### config.mk
export PLATFORM = sky130hd
export DESIGN_NAME = pcileech_com_tx_pack
export DESIGN_NICKNAME = d
export VERILOG_FILES = /design/src/rtl/pcileech_com_tx_pack.sv
export SDC_FILE = /design/constraint.sdc
export NUM_CORES = 1
export LEC_CHECK = 0
export ABC_AREA = 1
export CORE_MARGIN = 2
export CORE_UTILIZATION = 40
export DETAILED_ROUTE_END_ITERATION = 16
export GPL_TIMING_DRIVEN = 0
export HOLD_SLACK_MARGIN = 0.03
export PLACE_DENSITY = 0.58
export REMOVE_ABC_BUFFERS = 1
export SETUP_SLACK_MARGIN = 0.15
export SYNTH_ARGS = -nofsm -noshare
export SYNTH_HDL_FRONTEND = slang
export SYNTH_SLANG_ARGS = --single-unit
### constraint.sdc
create_clock -name clk -period 3.89 [get_ports clk]
set_clock_uncertainty 0.05 [all_clocks]
set_input_delay 1.167 -clock clk [delete_from_list [all_inputs] [get_ports clk]]
set_output_delay 1.167 -clock clk [all_outputs]
set_load 0.03 [all_outputs]
### src/rtl/pcileech_com_tx_pack.sv
// Packs 256-bit result frames into eight 32-bit words (lowest first) for the FT601 write path.
// Optional filler skipping is compiled in with `define PCILEECH_COM_TX_SKIP_FILLER_EN.
module pcileech_com_tx_pack #(
  parameter logic [31:0] FILLER_WORD = 32'h66665555,
  parameter int          CNT_WIDTH   = 32
) (
  input  logic                 clk,
  input  logic                 rst,
  input  logic [255:0]         in_data,
  input  logic                 in_valid,
  output logic                 in_ready,
  output logic [31:0]          out_data,
  output logic                 out_valid,
  input  logic                 out_ready,
  output logic                 busy,
  output logic [CNT_WIDTH-1:0] word_count
);

  logic [255:0]         s_q, s_d, h_q, h_d;
  logic                 sv_q, sv_d, hv_q, hv_d;
  logic [2:0]           idx_q, idx_d;
  logic [CNT_WIDTH-1:0] cnt_q, cnt_d;

  logic [31:0] cur_word;
  logic        is_fill, adv, xfer, acc, last;

  assign cur_word = s_q[{idx_q, 5'd0} +: 32];

`ifdef PCILEECH_COM_TX_SKIP_FILLER_EN
  assign is_fill = (cur_word == FILLER_WORD);
`else
  logic unused_filler;
  assign unused_filler = ^FILLER_WORD;
  assign is_fill       = 1'b0;
`endif

  // Filler words are dropped without waiting on the sink.
  assign adv  = sv_q & (out_ready | is_fill);
  assign xfer = sv_q & ~is_fill & out_ready;
  assign acc  = in_valid & ~hv_q;
  assign last = adv & (idx_q == 3'd7);

  assign in_ready   = ~hv_q;
  assign out_data   = cur_word;
  assign out_valid  = sv_q & ~is_fill;
  assign busy       = sv_q | hv_q;
  assign word_count = cnt_q;

  always_comb begin
    s_d   = s_q;
    h_d   = h_q;
    sv_d  = sv_q;
    hv_d  = hv_q;
    idx_d = idx_q;
    cnt_d = xfer ? cnt_q + 1'b1 : cnt_q;
    if (adv) begin
      if (idx_q != 3'd7) begin
        idx_d = idx_q + 3'd1;
      end else if (hv_q) begin
        s_d   = h_q;
        idx_d = 3'd0;
        hv_d  = 1'b0;
      end else begin
        sv_d  = 1'b0;
      end
    end
    // acc implies hv_q = 0, so it never collides with the H->S reload.
    if (acc) begin
      if (!sv_q || last) begin
        s_d   = in_data;
        idx_d = 3'd0;
        sv_d  = 1'b1;
      end else begin
        h_d   = in_data;
        hv_d  = 1'b1;
      end
    end
  end

  always_ff @(posedge clk) begin
    if (rst) begin
      s_q   <= '0;
      h_q   <= '0;
      sv_q  <= 1'b0;
      hv_q  <= 1'b0;
      idx_q <= 3'd0;
      cnt_q <= '0;
    end else begin
      s_q   <= s_d;
      h_q   <= h_d;
      sv_q  <= sv_d;
      hv_q  <= hv_d;
      idx_q <= idx_d;
      cnt_q <= cnt_d;
    end
  end

endmodule

* Yosys cells after proc, flatten, opt, wreduce, memory -nomap -nowiden
Index checks and enable logic that the tools add are counted.
** Word-level totals
- Bits in registers :: 549
- Bits in latches :: 0
- RAM bits :: 0
- Bits in read-only memories :: 0
- Input bits :: 260
- Output and inout bits :: 67
- Word-level logic and storage cells :: 39
- Memories kept :: 0
** Operators by class
- Add/subtract/negate cells :: 2
- $mul :: 0
- Divide/modulo/power cells :: 0
- Order comparisons :: 0
- Equality and inequality tests :: 2
- Shift operators :: 1
- Multiplexer cells :: 19
- Bitwise logic cells :: 6
- Reductions and logical operators :: 3
** Operators with widths (number)
- two-way mux 256 bit :: 5
- variable part select 256 x 9 -> 32 bit :: 1
- adder 32 x 1 -> 32 bit, second input constant :: 1
- two-way mux 3 bit :: 5
- two-way mux 1 bit :: 9
- adder 3 x 1 -> 3 bit, second input constant :: 1
- bitwise AND 1 bit :: 3
- == test 3 bit, second input constant :: 1
- != test 3 bit, second input constant :: 1
- inverter 1 bit :: 2
- AND reduction 2 bit :: 1
- logical NOT 1 bit :: 1
- logical OR 1 bit :: 1
- bitwise OR 1 bit :: 1

* Logic depth before layout (Yosys ltp)
- Depth after elaboration :: 5
- Mapped depth :: 9
- Depth with buffers taken out :: 9

* Worst setup path after synthesis
Ideal clock, no wire load.
- Path type :: register -> output
- Start :: register idx_q[0]
- End :: output out_data[10]
- Arrival time :: 1634 ps
- Data required time :: 2673 ps
- Slack :: 1039 ps
- Cell stages (with the launch flop) :: 7
- Buffers on the path :: 2
- Cells stage by stage :: dfxtp_1 > buf_2 > clkbuf_1 > o21ai_0 > o21ai_0 > a21oi_1 > a31oi_1
** On the way
- Longest elaborated chain between the ends :: 1
** RTL lines
- start, declared :: line 21 : logic [2:0] idx_q, idx_d;
- start signal, assigned :: line 93 : idx_q <= idx_d;
- variable part select 256 x 9 -> 32 bit :: line 27 : assign cur_word = s_q[{idx_q, 5'd0} +: 32];
- end, declared :: line 12 : output logic [31:0] out_data,
Every way passes these cells.

* Final worst setup path
- Start :: register idx_q[1]
- End :: output out_data[24]
Same word-level chain as after synthesis.

==> results.toml <==
[routing]
via_count = 23700
drc = 0
drtPass1Iterations = 5
routed_wl_um = 83400
via_per_inst = 5.47
postRouteAntennaNets = 0
wire_per_inst_um = 19.3
drtIter0Drc = 2070

[placed_design]
portBuffers = 326
place.gp.congestion = 0.806
dp_hpwl_um = 45000
place_ws_ps = -1160

[critical_path]
cpPeakStageDelay_ps = 380
regToRegSetupSlack_ps = 330
cpLargestDelayFamily = "buffers and inverters"
cp.buffers_inverters = 4
crit_path_max_fanout = 33
start_kind = "flip-flop"
endpoint_kind = "primary output"
worstSetupPathType = "reg2out"
cp.arrival_ps = 2460
crit_top_cell = "buf_16"
crit_slowest_cell = "dfxtp_4"
crit_chain = "buf_16, inv_12, buf_16, nor2_1, o21ai_0, a31oi_1, buf_4"
required_ps = 2670

[timing]
tightest_slew_ps = 1030
setup_viol = 0
timing.final.crit_share = 0.944
final_hold_viol_count = 0
finalCriticalPeriod_ps = 3670
worst_slack_ps = 217
slew_violations = 0
clock.fmax_mhz = 272
rsz0062_at_grt = "no"
hold_slack_ps = 401
slew-limit-headroom = 0.313

[floorplanning]
start_util = 0.406
die_h_um = 246
std_cell_rows = 88
ios = 327
coreArea_mm2 = 0.0578
dieArea_mm2 = 0.0606
die_w_um = 246

[logic_synthesis]
syn_inst = 3346
syn_area_per_cell_um2 = 7.01
synth-seq-cells = 549
synth-seq-area-share = 0.469
yosys-top-cells-area = "dfxtp_1 (47%), o21ai_0 (18%), nor2_1 (14%)"
synth_warnings = 0
netlist_area_mm2 = 0.0235
yosysUniqueCellTypes = 31
synth_top_area_frac = 0.469
synth_top_cell_by_area = "dfxtp_1"

[power_and_ir_drop]
fin_total_pwr_mw = 13.4
vdd_ir_drop_max_v = 0.000373
power.leakage_nw = 11.3
power_density_mw_per_mm2 = 453

[run]
maxCapViolCount = 0

[cts]
cts_made_buffers = 59
clock-root-buffer = "clkbuf_16"
clkLatencyLatePin_ps = 620
clock_sinks = 549
ctsHtreeMaxLevel = 2
cts_max_path_buffers = 3
clk_pin_slew_worst_paths_ps = 60
hold_buffers = 0
tritoncts = "built"

[layout]
final_common_cell = "nor2_1"
drive_gt1_frac = 0.0541
postLayoutCoreUtil = 0.510
nets = 3774
final_cell_mix = "nor2_1 (855), o21ai_0 (831), dfxtp_1 (546)"
area_growth_pct = 25.8

[hold_path]
holdCritPathClass = "reg2reg"

[grt]
grt_max_degree = 195
antenna_found_initial = 21
grt_overflow = 0
grt_use_total = 0.267
grt_pass1_vias = 22800
grt_pass1_wl_um = 128000

[status]
outcome = "completed"
-- layer usage --
metal  wire [µm]  part of all wire  global-route usage
met3        5750             0.069              0.0459
met5         115            0.0014                   0
met1       36100              0.43               0.345
met2       38700              0.46               0.444
met4        2750             0.033              0.0993
-- synthesized netlist by cell type, drive strengths merged --
library cell  number
clkbuf           178
nor3               5
nor2             860
buf               99
nand4             11
o21a               1
and3               1
nor3b              1
nand3            287
a31oi             33
or2                2
nand2            209
a21oi             97
nand3b             2
dfxtp            549
o31ai              1
ha                 4
xor2               2
o21bai             1
inv               96
o21ai            907
-- where the power goes --
part | switching [mW] | total, mW | internal [mW]
Combinational | 1.01 | 1.71 | 0.696
Sequential | 0.181 | 6.20 | 6.02
Clock | 2.31 | 5.45 | 3.14
-- cell families (layout without fill, tap and decap cells) --
| family | count (synthesis) | after routing | share of synthesized area |
|---|---|---|---|
| compound gates | 1040 | 1040 | 0.224 |
| flops | 549 | 549 | 0.469 |
| other cells | 0 | 13 | 0 |
| simple gates | 1378 | 1381 | 0.239 |
| fa+ha+maj | 4 | 4 | 0.00213 |
| xor+xnor | 2 | 2 | 0.000747 |
| buf+inv | 373 | 574 | 0.0652 |
-- final timing paths --
check | from | endpoint | cells past startpoint
setup / recovery | idx_q[1] | out_data[24] | 7
hold / removal | h_q[248] | h_q[248] | 2
setup reg to reg | idx_q[2] | s_q[231] | 11
hold reg to reg | h_q[248] | h_q[248] | 2
-- through the flow --
stage               cell area [µm²]  cells  setup TNS [ps]
CTS                           29400   4308               0
finish                        29500   4328               0
detailed placement            27300   4191         -268370
floorplan                     22300   3069        -2602500
global placement              26500   4160        -8215900
global route                  29500   4325               0
-- worst reg2reg max path: cells and delay by family (launching register included) --
kind | cells | cell delay, ps
fa+ha+maj | 1 | 480
simple gates | 2 | 440
flops | 1 | 550
compound gates | 2 | 350
buf+inv | 6 | 1580
-- final cells by class --
class | instances | area [µm²]
repair inverters | 3 | 26.3
clock buffers | 92 | 1760
fillers | 5564 | 28300
clock inverters | 9 | 87.6
well taps | 765 | 957
diodes | 13 | 32.5
repair buffers | 374 | 4210
inverters | 96 | 430
flip-flops and latches | 549 | 11000
multi-input cells | 2427 | 11000
-- flip-flops by register name, indices dropped and copies added, names as in the netlist --
signal      cells
h_q           256
s_q           256
word_count     32
idx_q           3
hv_q            1
out_valid       1
-- repair_timing --
item / CTS / global route
resized for setup: 140 / 48
hold endpoints to repair: 0 / 0
buffers inserted: 5 / 4
endpoints found under the setup margin: 263 / 285
pin swaps: 1 / 2
gates cloned: 11 / 3
Note: power is estimated with default switching activity, not from simulation.
